--- src/rtl/mmio_arbiter_pkg.sv ---
// Shared MMIO types plus the arbiter state encoding and helper.
package mmio_arbiter_pkg;

   localparam int XLEN = 32;

   typedef enum logic [1:0] {
      WIDTH_BYTE = 2'd0,
      WIDTH_HALF = 2'd1,
      WIDTH_WORD = 2'd2
   } write_width_t;

   typedef struct packed {
      logic [XLEN-1:0] addr;
      logic [XLEN-1:0] value;
      write_width_t    width;
      logic            enable;
   } mem_write_control_t;

   typedef enum logic [1:0] {
      IDLE   = 2'd0,
      GRANT0 = 2'd1,
      GRANT1 = 2'd2
   } mmio_arb_state_t;

   // Watchdog counter width: enough bits to hold the limit itself, never zero.
   function automatic int unsigned timeout_count_width(input int unsigned limit);
      int unsigned w;
      w = $clog2(limit + 1);
      return (w < 1) ? 1 : w;
   endfunction

endpackage

--- src/rtl/mmio_arbiter_if.sv ---
// Bundle of the two requester ports and the downstream MMIO port.
//
// Handshake: a requester raises control.enable (valid) and holds
// addr/value/width stable until it sees write_complete (done) high in the
// same cycle; that cycle is the transfer. It may present a new request the
// next cycle. Dropping enable before write_complete is an abort. The device
// side follows the same rule with dev_control / dev_write_complete.
interface mmio_arbiter_if;
   import mmio_arbiter_pkg::*;

   mem_write_control_t req0_control;
   logic               req0_write_complete;
   logic [XLEN-1:0]    req0_r_data;

   mem_write_control_t req1_control;
   logic               req1_write_complete;
   logic [XLEN-1:0]    req1_r_data;

   mem_write_control_t dev_control;
   logic               dev_write_complete;
   logic [XLEN-1:0]    dev_r_data;

   // Arbiter view.
   modport slave (
      input  req0_control, req1_control, dev_write_complete, dev_r_data,
      output req0_write_complete, req0_r_data,
      output req1_write_complete, req1_r_data,
      output dev_control
   );

   // Environment view: requesters and the device.
   modport master (
      output req0_control, req1_control, dev_write_complete, dev_r_data,
      input  req0_write_complete, req0_r_data,
      input  req1_write_complete, req1_r_data,
      input  dev_control
   );

endinterface

--- src/rtl/mmio_timeout_counter.sv ---
// Saturating stall counter for the arbiter watchdog; LIMIT of 0 disables it.
module mmio_timeout_counter
   import mmio_arbiter_pkg::*;
#(
   parameter int unsigned LIMIT = 1024
) (
   input  logic clock,
   input  logic reset,
   input  logic clear,
   input  logic count_en,
   output logic expired
);

   localparam int unsigned CW = timeout_count_width(LIMIT);
   localparam logic [CW-1:0] LIMIT_C = CW'(LIMIT);

   logic [CW-1:0] count;

   // Count stalled cycles, hold at the limit, clear on request; held at 0 when disabled.
   always_ff @(posedge clock) begin
      if (reset || clear || (LIMIT == 0)) begin
         count <= '0;
      end else if (count_en && (count != LIMIT_C)) begin
         count <= count + CW'(1);
      end
   end

   assign expired = (LIMIT != 0) && (count == LIMIT_C);

endmodule

--- src/rtl/mmio_arbiter.sv ---
// Round-robin two-requester arbiter for the MMIO write port with a
// completion watchdog so a silent device cannot deadlock the hart.
module mmio_arbiter
   import mmio_arbiter_pkg::*;
#(
   parameter int unsigned TIMEOUT_CYCLES = 1024
) (
   input  logic            clock,
   input  logic            reset,
   mmio_arbiter_if.slave   bus,
   output logic            timeout_error,
   output logic [XLEN-1:0] timeout_addr,
   output mmio_arb_state_t dbg_state
);

   mmio_arb_state_t    state, state_next;
   logic               last_grant, last_grant_next;

   mem_write_control_t sel_ctrl;
   logic               sel;
   logic               granted;
   logic               other_en;
   logic               expired;
   logic               forced;
   logic               done;
   logic               abort;
   logic               cnt_clear;
   logic               cnt_en;

   mmio_timeout_counter #(
      .LIMIT (TIMEOUT_CYCLES)
   ) u_timeout (
      .clock    (clock),
      .reset    (reset),
      .clear    (cnt_clear),
      .count_en (cnt_en),
      .expired  (expired)
   );

   // Decode the granted requester and its completion / abort / stall events.
   always_comb begin
      granted  = (state == GRANT0) || (state == GRANT1);
      sel      = (state == GRANT1);
      sel_ctrl = sel ? bus.req1_control : bus.req0_control;
      other_en = sel ? bus.req0_control.enable : bus.req1_control.enable;
      forced   = granted && sel_ctrl.enable && expired;
      done     = granted && sel_ctrl.enable && (bus.dev_write_complete || expired);
      abort    = granted && !sel_ctrl.enable;
      cnt_en   = granted && sel_ctrl.enable && !bus.dev_write_complete;
      cnt_clear = !granted || done || abort || (state_next != state);
   end

   // Next-state: round-robin on ties, back-to-back handoff on completion.
   always_comb begin
      state_next      = state;
      last_grant_next = last_grant;
      case (state)
         IDLE: begin
            if (bus.req0_control.enable && bus.req1_control.enable) begin
               state_next = last_grant ? GRANT0 : GRANT1;
            end else if (bus.req0_control.enable) begin
               state_next = GRANT0;
            end else if (bus.req1_control.enable) begin
               state_next = GRANT1;
            end
         end
         GRANT0, GRANT1: begin
            if (abort) begin
               state_next = IDLE;
            end else if (done) begin
               last_grant_next = sel;
               if (other_en) begin
                  state_next = sel ? GRANT0 : GRANT1;
               end else begin
                  state_next = IDLE;
               end
            end
         end
         default: state_next = IDLE;
      endcase
   end

   // Forward the granted requester, park the address in IDLE, gate all during reset.
   always_comb begin
      bus.dev_control         = '0;
      bus.req0_write_complete = 1'b0;
      bus.req1_write_complete = 1'b0;
      if (!reset) begin
         if (granted) begin
            bus.dev_control = sel_ctrl;
            if (forced) begin
               bus.dev_control.enable = 1'b0;
            end
            if (sel) begin
               bus.req1_write_complete = done;
            end else begin
               bus.req0_write_complete = done;
            end
         end else begin
            bus.dev_control.addr = last_grant ? bus.req1_control.addr
                                              : bus.req0_control.addr;
         end
      end
   end

   assign bus.req0_r_data = bus.dev_r_data;
   assign bus.req1_r_data = bus.dev_r_data;
   assign dbg_state       = state;

   // State, round-robin pointer and sticky watchdog report.
   always_ff @(posedge clock) begin
      if (reset) begin
         state         <= IDLE;
         last_grant    <= 1'b1;
         timeout_error <= 1'b0;
         timeout_addr  <= '0;
      end else begin
         state      <= state_next;
         last_grant <= last_grant_next;
         if (forced) begin
            timeout_error <= 1'b1;
            if (!timeout_error) begin
               timeout_addr <= sel_ctrl.addr;
            end
         end
      end
   end

endmodule
--- src/flat_wrapper.sv ---
// flat-port wrapper written by rule: the top's interface ports become plain ports
module mmio_arbiter_flat import mmio_arbiter_pkg::*;
#(
   parameter int unsigned TIMEOUT_CYCLES = 1024
)
  (clock, reset, timeout_error, timeout_addr, dbg_state, bus_req0_control, bus_req1_control, bus_dev_write_complete, bus_dev_r_data, bus_req0_write_complete, bus_req0_r_data, bus_req1_write_complete, bus_req1_r_data, bus_dev_control);
  mmio_arbiter_if bus_i ();
  input  logic clock;
  input  logic reset;
  output logic timeout_error;
  output logic [XLEN-1:0] timeout_addr;
  output mmio_arb_state_t dbg_state;
  input wire logic [$bits(bus_i.req0_control)-1:0] bus_req0_control;
  input wire logic [$bits(bus_i.req1_control)-1:0] bus_req1_control;
  input wire logic [$bits(bus_i.dev_write_complete)-1:0] bus_dev_write_complete;
  input wire logic [$bits(bus_i.dev_r_data)-1:0] bus_dev_r_data;
  output wire logic [$bits(bus_i.req0_write_complete)-1:0] bus_req0_write_complete;
  output wire logic [$bits(bus_i.req0_r_data)-1:0] bus_req0_r_data;
  output wire logic [$bits(bus_i.req1_write_complete)-1:0] bus_req1_write_complete;
  output wire logic [$bits(bus_i.req1_r_data)-1:0] bus_req1_r_data;
  output wire logic [$bits(bus_i.dev_control)-1:0] bus_dev_control;
  assign bus_i.req0_control = bus_req0_control;
  assign bus_i.req1_control = bus_req1_control;
  assign bus_i.dev_write_complete = bus_dev_write_complete;
  assign bus_i.dev_r_data = bus_dev_r_data;
  assign bus_req0_write_complete = bus_i.req0_write_complete;
  assign bus_req0_r_data = bus_i.req0_r_data;
  assign bus_req1_write_complete = bus_i.req1_write_complete;
  assign bus_req1_r_data = bus_i.req1_r_data;
  assign bus_dev_control = bus_i.dev_control;
  mmio_arbiter #(.TIMEOUT_CYCLES(TIMEOUT_CYCLES)) u_core (.clock(clock), .reset(reset), .bus(bus_i), .timeout_error(timeout_error), .timeout_addr(timeout_addr), .dbg_state(dbg_state));
endmodule
--- config.mk ---
export PLATFORM = sky130hd
export DESIGN_NAME = mmio_arbiter_flat
export DESIGN_NICKNAME = d
export VERILOG_FILES = /design/src/rtl/mmio_arbiter_pkg.sv /design/src/rtl/mmio_arbiter_if.sv /design/src/rtl/mmio_timeout_counter.sv /design/src/rtl/mmio_arbiter.sv /design/src/flat_wrapper.sv
export SDC_FILE = /design/constraint.sdc
export NUM_CORES = 1
export LEC_CHECK = 0
export BUFFER_PORTS_ARGS = -buffer_cell sky130_fd_sc_hd__buf_2
export CELL_PAD_IN_SITES_DETAIL_PLACEMENT = 1
export CELL_PAD_IN_SITES_GLOBAL_PLACEMENT = 1
export CORE_ASPECT_RATIO = 1.4
export CORE_UTILIZATION = 23
export CTS_CLUSTER_SIZE = 28
export DETAILED_ROUTE_END_ITERATION = 16
export GPL_TIMING_DRIVEN = 1
export PLACE_DENSITY = 0.87
export SYNTH_ARGS = -nofsm -noshare
export SYNTH_HDL_FRONTEND = slang
export SYNTH_SLANG_ARGS = --single-unit
--- constraint.sdc ---
create_clock -name clock -period 2.1 [get_ports clock]
set_clock_uncertainty 0.1 [all_clocks]
set_input_delay 0.315 -clock clock [delete_from_list [all_inputs] [get_ports clock]]
set_output_delay 0.315 -clock clock [all_outputs]
set_load 0.005 [all_outputs]
[Yosys cells after proc, flatten, opt, wreduce, memory -nomap -nowiden]
Cells that the tools add are included.
Word-level totals
  output and inout bits: 168
  register bits: 47
  logic and storage cells: 55
Cells by class
  bitwise logic cells: 2
  equal/unequal tests: 5
  reductions and logical operators: 20
  muxes and demuxes: 22
  add/subtract/negate cells: 1
Operators by type and width (number)
  $mux W67: 2
  $mux W32: 2
  $mux W35: 1
  $mux W2: 8
  $add A11 B1 Y11 const B: 1
  $eq A11 B11 Y1 const B: 1
  $ne A11 B11 Y1 const B: 1
  $mux W1: 8
  $logic_and A1 B1 Y1: 7
  $logic_or A1 B1 Y1: 6
  $pmux W2 S2: 1
  $logic_not A1 Y1: 3
  $reduce_and A3 Y1: 1
  $eq A2 B1 Y1 const B: 1
  $eq A2 B2 Y1 const B: 1
  $logic_not A2 Y1: 1
  $ne A2 B2 Y1: 1
  $not A1 Y1: 2
  $reduce_and A2 Y1: 1
  $reduce_or A2 Y1: 1

[Depth between registers and ports, before layout]
Gate-level depths: netlist (run 1).
  depth after elaboration: 10
  gate-level depth with buffers: 9
  gate-level depth less buffers: 6

[Modules after synthesis]
A second synthesis (run 1) with hierarchy kept.
Unflattened totals
  cells, all modules: 510
  area, all modules: 4023.9 um^2
Modules (own cells, without submodules)
  mmio_arbiter: area each 3412.0 um^2, times used 1, cells an instance 439
  mmio_timeout_counter: area each 611.8 um^2, times used 1, cells an instance 71

[Least setup slack after synthesis (run 1)]
No wires, ideal clock.
  path kind: register to output
  start: reg u_core.state[0], in the netlist u_core.dbg_state[0]
  end: out bus_dev_control[36]
  path buffers: 2
  data arrival time: 1.821 ns
  data required time: 1.685 ns
  slack: -0.136 ns
  stages on the path, launching flop included: 8
  cell sequence: dfxtp_1 inv_1 ha_1 buf_2 mux2i_1 clkbuf_1 nand2_1 a21oi_1
On the way
  longest elaborated chain between the ends: 4
Ends and longest elaborated chain
  start, declared: RTL line mmio_arbiter.sv:16  | mmio_arb_state_t state, state_next;
  start signal, assigned: RTL line mmio_arbiter.sv:118  | state <= state_next;
  $eq A2 B2 Y1 / $eq A2 B1 Y1 (equally long branches): RTL line mmio_arbiter.sv:42, mmio_arbiter.sv:43
  $mux W67 / $logic_or A1 B1 Y1 (equally long branches): RTL line mmio_arbiter.sv:44, mmio_arbiter.sv:42
  $mux W32 (*): RTL line mmio_arbiter.sv:89  | if (granted) begin
  $mux W67 (*): RTL line mmio_arbiter.sv:88  | if (!reset) begin
  end, declared: RTL line flat_wrapper.sv:21  | output wire logic [$bits(bus_i.dev_control)-1:0] bus_dev_control;
Every way passes the cells marked *; elsewhere a longest branch is shown, timed or not.

[Worst setup path after layout (run 1)]
  start: reg u_core.state[0], in the netlist u_core.dbg_state[0]
  end: out bus_dev_control[53]
On the way
  longest elaborated chain between the ends: 4
Ends and longest elaborated chain
  $eq A2 B2 Y1 (*): RTL line mmio_arbiter.sv:43  | sel = (state == GRANT1);
  net u_core.sel: RTL line mmio_arbiter.sv:20  | logic sel;
  $mux W67 / $logic_or A1 B1 Y1 (equally long branches): RTL line mmio_arbiter.sv:44, mmio_arbiter.sv:42
  $mux W32 (*): RTL line mmio_arbiter.sv:89
  $mux W67 (*): RTL line mmio_arbiter.sv:88
The timed path passes the listed nets; every way through them passes the cells marked *.

==> results of run 1 <==
## layout make-up
cell class | count | share of cell area [%]
tap | 232 | 4.49
multi-input combinational | 345 | 44.1
timing repair buffer | 316 | 34.4
inverter | 6 | 0.349
antenna | 3 | 0.116
clock buffer | 6 | 1.99
sequential | 47 | 14.6
## report_power, final
group          internal (uW)  leakage (uW)  total (uW)  switching (uW)
Sequential               899      0.000380         907            8.02
Clock                    430     0.0000628         776             346
Combinational            985       0.00237        2000            1010
Total                   2310       0.00282        3680            1370
## per-layer routing
metal	up-vias	global-route usage, %
li1	2151	-
met1	2231	17.8
met2	244	40.2
met3	77	8.34
met4	4	12.9
met5	-	0
## sequential cells by signal, summed over array words and instances (netlist names)
register                flops
u_core.timeout_error        1
u_core.u_timeout.count     11
u_core.dbg_state            2
u_core.timeout_addr        32
u_core.last_grant           1
## stage by stage
stage / util [%] / TNS, ns / instances / hold slack [ns]
2_1_floorplan: - / 0 / 501 / 0.344
3_3_place_gp: 30.9 / -1.46 / 906 / 0.403
3_5_place_dp: 30.9 / -3.45 / 906 / 0.417
4_1_cts: 36.4 / -13.37 / 948 / 0.287
5_1_grt: 38.1 / -22.65 / 952 / 0.296
6_report: 38.1 / -16.20 / 955 / 0.290
## cells in the final DEF, fill, tap and decap left out, types with 4 or more instances in the layout
master       n
buf_2      239
mux2i_1     60
dfxtp_1     45
a21oi_1     44
nand2_1     39
nor2_1      39
a211oi_2    34
buf_4       34
a21oi_2     22
buf_6       19
nand2_2     15
nand2_4     13
buf_16      10
buf_12      10
clkbuf_16    7
o21ai_0      6
nand3_1      5
nor3_2       5
inv_1        4
mux2i_2      4
nand4_1      4
## what timing repair did
| action | 4_1_cts | 5_1_grt |
|---|---|---|
| gates cloned | 12 | 4 |
| pin swaps | 29 | 36 |
| endpoints found under the hold margin | 0 | 0 |
| endpoints found under the setup margin | 108 | 113 |
| hold buffers | 0 | 0 |
| buffers inserted | 26 | 4 |
| resized for setup | 82 | 68 |
## kinds of logic (layout without fill, tap and decap cells)
family	Yosys count	count (layout)	synth area share, %
mux	69	70	17.3
simple gates	147	148	17.6
compound gates	117	117	21.6
fa+ha+maj	5	5	1.55
other cells	0	3	0
flops	47	47	23.3
buf+inv	111	328	17.6
xor+xnor	5	5	1.09
## critical path, cell delays in order, from the launching register on
cell	delay (ns)
dfxtp_2	0.34
inv_2	0.06
buf_6	0.11
ha_4	0.16
buf_6	0.13
mux2i_4	0.22
buf_6	0.20
buf_16	0.12
nand2_1	0.05
a21oi_1	0.15
buf_2	0.14
## cell usage after synthesis (6+ instances only)
| library cell | instances |
|---|---|
| clkbuf_1 | 25 |
| nor3_1 | 7 |
| o21ai_0 | 7 |
| nor2_1 | 40 |
| dfxtp_1 | 47 |
| nand2_1 | 67 |
| a211oi_2 | 33 |
| nand3_1 | 6 |
| inv_1 | 6 |
| buf_2 | 11 |
| mux2i_1 | 67 |
| buf_4 | 64 |
| a21oi_1 | 66 |
## final timing paths
check | from | endpoint | slack, ns | cells after the start
min | reset | u_core.dbg_state[1] | 0.29 | 2
min reg2reg | u_core.timeout_addr[31] | u_core.timeout_addr[31] | 0.42 | 2
max | u_core.dbg_state[0] | bus_dev_control[53] | -0.30 | 10
max reg2reg | u_core.dbg_state[0] | u_core.u_timeout.count[9] | -0.18 | 10
==> summary.md, run 1 <==
| Metric | Value |
|---|---|
| First-pass GRT wire length | `27800 um` |
| Final Worst Setup Slack | `-0.298 ns` |
| CP Class | `reg -> out` |
| Number of placed I/O pins | `337` |
| Netlist cell types | `42` |
| #FFs+latches synth | `47` |
| Post-synthesis sequential area ratio | `23.3%` |
| Share of layout cells above drive strength 1 | `62.4%` |
| Worst-skew pair later-pin latency | `0.29 ns` |
| Relative slew margins | `75.0%` |
| Vias in the first global route | `4905` |
| Worst Path Max Fanout | `5` |
| Final WL | `20700 um` |
| Fraction of registers with async set/reset | `0%` |
| Port Buffers | `240` |
| Pin count of the biggest net entering global routing | `52` |
| Tmin final | `2.40 ns` |
| Top cell type by total area after synthesis | `dfxtp_1` |
| Antenna Violating Nets Remaining | `0` |
| Cell Area, Synth | `4030 um2` |
| Failing checks | `setup timing` |
| Footprint of the multi-input gates | `2850 um2` |
| DRC | `0` |
| Fin crit share | `114%` |
| Worst-path clk slew | `0.07 ns` |
| RSZ-0062 raised after global routing | `yes` |
| Global Route Usage Sum | `20.9%` |
| Top cells by area, synth | `dfxtp_1 (23%), mux2i_1 (17%), buf_4 (12%), a211oi_2 (10%), a21oi_1 (8.2%)` |
| Arr. time, crit path | `1.98 ns` |
| Worst Tran Pin Value | `0.375 ns` |
| Max_cap viols | `0` |
| Final Cell Area | `6460 um2` |
| Via density | `4.93` |
| CORE AREA | `17000 um2` |
| Standard-cell rows | `56` |
| Register Area | `943 um2` |
| Hold Fails Final Rpt | `0` |
| Total gr overflow | `0` |
| Detailed-router iteration count before antenna repair | `4` |
| First-iteration detailed-routing DRC count | `149` |
| WL/cell | `21.7 um` |
| Synth Area per Inst | `8.05 um2` |
| Final slew viol count | `0` |
| CTS buffer count | `5` |
| Post-synth top area share | `23.3%` |
| Synth warn | `0` |
| Synth Flop Type | `dfxtp_1` |
| CTS tree | `done` |
| Total Power | `3680 uW` |
| Antenna violations before repair | `5` |
| Total number of vias | `4707` |
| Chip width | `114 um` |
| DPL Wire Length | `14000 um` |
| Root Buffer Master | `clkbuf_16` |
| Placed Area | `5240 um2` |
| Full die area | `18100 um2` |
| Highest metal used | `met5` |
| Req. time, crit path | `1.68 ns` |
| Outcome | `finished with violations` |
| DR WL met2 | `11000 um` |
| WL met3 | `2170 um` |
| Worst setup SP type | `register` |
| Fillers | `2069` |
| Die span in y | `159 um` |
| Final-report setup violation count | `113` |
| H-tree depth | `2` |
| Placer Congestion | `0.815` |
| Max frequency | `417 MHz` |
| Clk sinks | `47` |
| Nets@finish | `895` |
| Clock tree buffer depth | `2` |
| Starting Density | `23.8%` |
| Crit. End Element | `output port` |
| Dpl ws | `-0.135 ns` |
| Routed met1 length | `6530 um` |
| Area Growth Syn to Fin | `60.2%` |
| Max VDD drop | `0.287 mV` |
| P_leak | `0.00282 uW` |
| Post-synth EDFFs | `0` |
| Net count after synthesis | `675` |
| HP Class | `in -> reg` |
| Post-synthesis cell count | `501` |
| P per Cell Area | `569 nW/um2` |
Power figures use the tool's default switching activity.
==> run 2, diff against run 1 <==
==> constraint.sdc (replaced) <==
create_clock -name clock -period 2.1 [get_ports clock]
set_clock_uncertainty 0.1 [all_clocks]
set_input_delay 0 -clock clock [delete_from_list [all_inputs] [get_ports clock]]
set_output_delay 0 -clock clock [all_outputs]
set_load 0.005 [all_outputs]
==> summary.md, run 2 (synthesis results as in run 1) <==
| Metric | Value |
|---|---|
| Outcome | `finished with violations` |
| Failing checks | `setup timing` |
| Final Cell Area | `5900 um2 (-8.7%)` |
| Final Non-Filler Cells | `948 (-0.73%)` |
| Via density | `4.84 (-1.7%)` |
| Worst-path clk slew | `0.07 ns (about the same)` |
| CP Class | `reg -> out` |
| Standard-cell rows | `56 (unchanged)` |
| Full die area | `18100 um2 (unchanged)` |
| DRC | `0 (unchanged)` |
| First-pass GRT wire length | `24700 um (-11%)` |
| Worst Path Max Fanout | `9 (+4)` |
| Max VDD drop | `0.282 mV (-1.8%)` |
| CP max stage delay | `0.38 ns (+0.04 ns)` |
| DPL Wire Length | `13200 um (-5.6%)` |
| Final Worst Setup Slack | `-0.0137 ns (+0.285 ns)` |
| Crit. End Element | `output port` |
| Max_cap viols | `0 (unchanged)` |
| Total number of vias | `4593 (-2.4%)` |
| HP Class | `in -> reg` |
| Post-route core utilization | `34.8% (-3.3 points)` |
| Chip width | `114 um (unchanged)` |
| Register Area | `950 um2 (+0.66%)` |
| Number of placed I/O pins | `337 (unchanged)` |
| Max frequency | `473 MHz (+13%)` |
| Commonest non-fill, non-tap cell in the layout | `buf_2` |
| Worst-skew pair later-pin latency | `0.29 ns (about the same)` |
| P_leak | `0.00257 uW (-8.7%)` |
| Placed cells | `893 (-1.4%)` |
| Antenna Violating Nets Remaining | `0 (unchanged)` |
| Final WL | `18100 um (-13%)` |
| CTS buffer count | `5 (unchanged)` |
| CTS tree | `done` |
| Cell chain of the critical path | `inv_2 -> ha_4 -> buf_8 -> mux2i_4 -> buf_6 -> nand2_1 -> a21oi_2 -> buf_2` |
| Port Buffers | `240 (unchanged)` |
| Top reg by flops | `u_core.timeout_addr` |
| Final slew viol count | `0 (unchanged)` |
| Global Route Usage Sum | `18.1% (-2.9 points)` |
| Share of layout cells above drive strength 1 | `50.9% (-11 points)` |
| Worst setup SP type | `register` |
| Nets@finish | `888 (-0.78%)` |
| P per Cell Area | `551 nW/um2 (-3.2%)` |
| WL/cell | `19.0 um (-12%)` |
| Area Growth Syn to Fin | `46.2%` |
| Final-report setup violation count | `2 (-98%)` |
| Commonest non-fill, non-tap cells in the layout | `buf_2 (239), mux2i_1 (66), nand2_1 (63)` |
| Arr. time, crit path | `2.01 ns (+0.03 ns)` |
| Starting Density | `23.8% (unchanged)` |
| Clock tree buffer depth | `2 (unchanged)` |
| RSZ-0062 raised after global routing | `yes` |
| Setup TNS | `-0.0187 ns (+16.18 ns)` |
| Max reg flops | `32 (unchanged)` |
| Die span in y | `159 um (unchanged)` |
| Fillers | `2059 (-0.48%)` |
| Antenna violations before repair | `2 (-3)` |
| Slowest cell on the critical path | `dfxtp_4` |
| Placer Congestion | `0.890 (+9.2%)` |
| Hold Fails Final Rpt | `0 (unchanged)` |
| Placed Area | `5140 um2 (-1.8%)` |
| H-tree depth | `2 (unchanged)` |
| Clk sinks | `47 (unchanged)` |
| Root Buffer Master | `clkbuf_16` |
| Tmin final | `2.11 ns (-0.285 ns)` |
| Fin crit share | `101% (-14 points)` |
| Pin count of the biggest net entering global routing | `68 (+31%)` |
| Worst Tran Pin Value | `0.989 ns (+0.614 ns)` |
| Relative slew margins | `34.1% (-41 points)` |
| Vias in the first global route | `4542 (-7.4%)` |
| Total gr overflow | `0 (unchanged)` |
| CORE AREA | `17000 um2 (unchanged)` |
| Footprint of the multi-input gates | `2560 um2 (-10%)` |
| First-iteration detailed-routing DRC count | `96 (-36%)` |
| Req. time, crit path | `2.00 ns (+0.32 ns)` |
| Detailed-router iteration count before antenna repair | `4 (unchanged)` |
[run 2: cell count changes in the layout (fill, tap and decap cells not counted), sizes merged]
| cell | change |
|---|---|
| buf | -38 |
| diode | -2 |
| dlygate4sd3 | +34 |
| mux2 | -1 |
[run 2: layout make-up]
cell class	count	area share [%]
diodes	1	0.0424
multi-input cells	344	43.4
repair buffers	310	32.5
inverters	6	0.382
clock buffers	8	2.65
flip-flops and latches	47	16.1
well taps	232	4.92
[run 2: worst paths after layout]
kind	start	to	slack [ns]	depth (start not counted)
max	u_core.dbg_state[1]	bus_dev_control[35]	-0.01	8
min	bus_req0_control[35]	u_core.timeout_addr[0]	0.009	3
max reg2reg	u_core.dbg_state[0]	u_core.u_timeout.count[9]	0	6
min reg2reg	u_core.u_timeout.count[0]	u_core.u_timeout.count[0]	0.35	1
[run 2: routing by layer]
metal	vias up	track usage (%)	wire length, um
met1	2197	16.8	6060
met4	0	7.79	619
met3	38	5.14	1480
met5	-	0	0
met2	239	36.0	9900
li1	2119	-	-
[run 2: repair_timing]
action | 4_1_cts | 5_1_grt
hold endpoints to repair | 67 | 0
setup buffers | 8 | 4
gates resized for setup | 25 | 30
setup endpoints to repair | 59 | 82
hold buffers | 34 | 0
pin swaps | 4 | 11
cloned | 2 | 1
[run 2: power by group]
part / switching (uW) / internal (uW)
clock: 346 / 508
combinational: 820 / 669
sequential: 8.59 / 900
[run 2: stage by stage]
step / hold slack, ns / total power (uW) / worst slack, ns
after floorplan: -0.0192 / 1660 / 0.0521
after global placement: -0.0999 / 2160 / 0.0407
after detailed placement: -0.0999 / 2190 / -0.0961
after CTS: 0.000681 / 3270 / 0.00135
after global routing: 0.0214 / 3410 / -0.0739
final: 0.00868 / 3250 / -0.0137
[run 2: critical path: cells and delay by family, from the launching register on]
kind,cells,cell delay (ns)
AOI/OAI and AO/OA,1,0.16
buffers and inverters,4,0.54
muxes,1,0.27
and+or+nand+nor,1,0.09
adders and majority gates,1,0.27
DFF,1,0.38
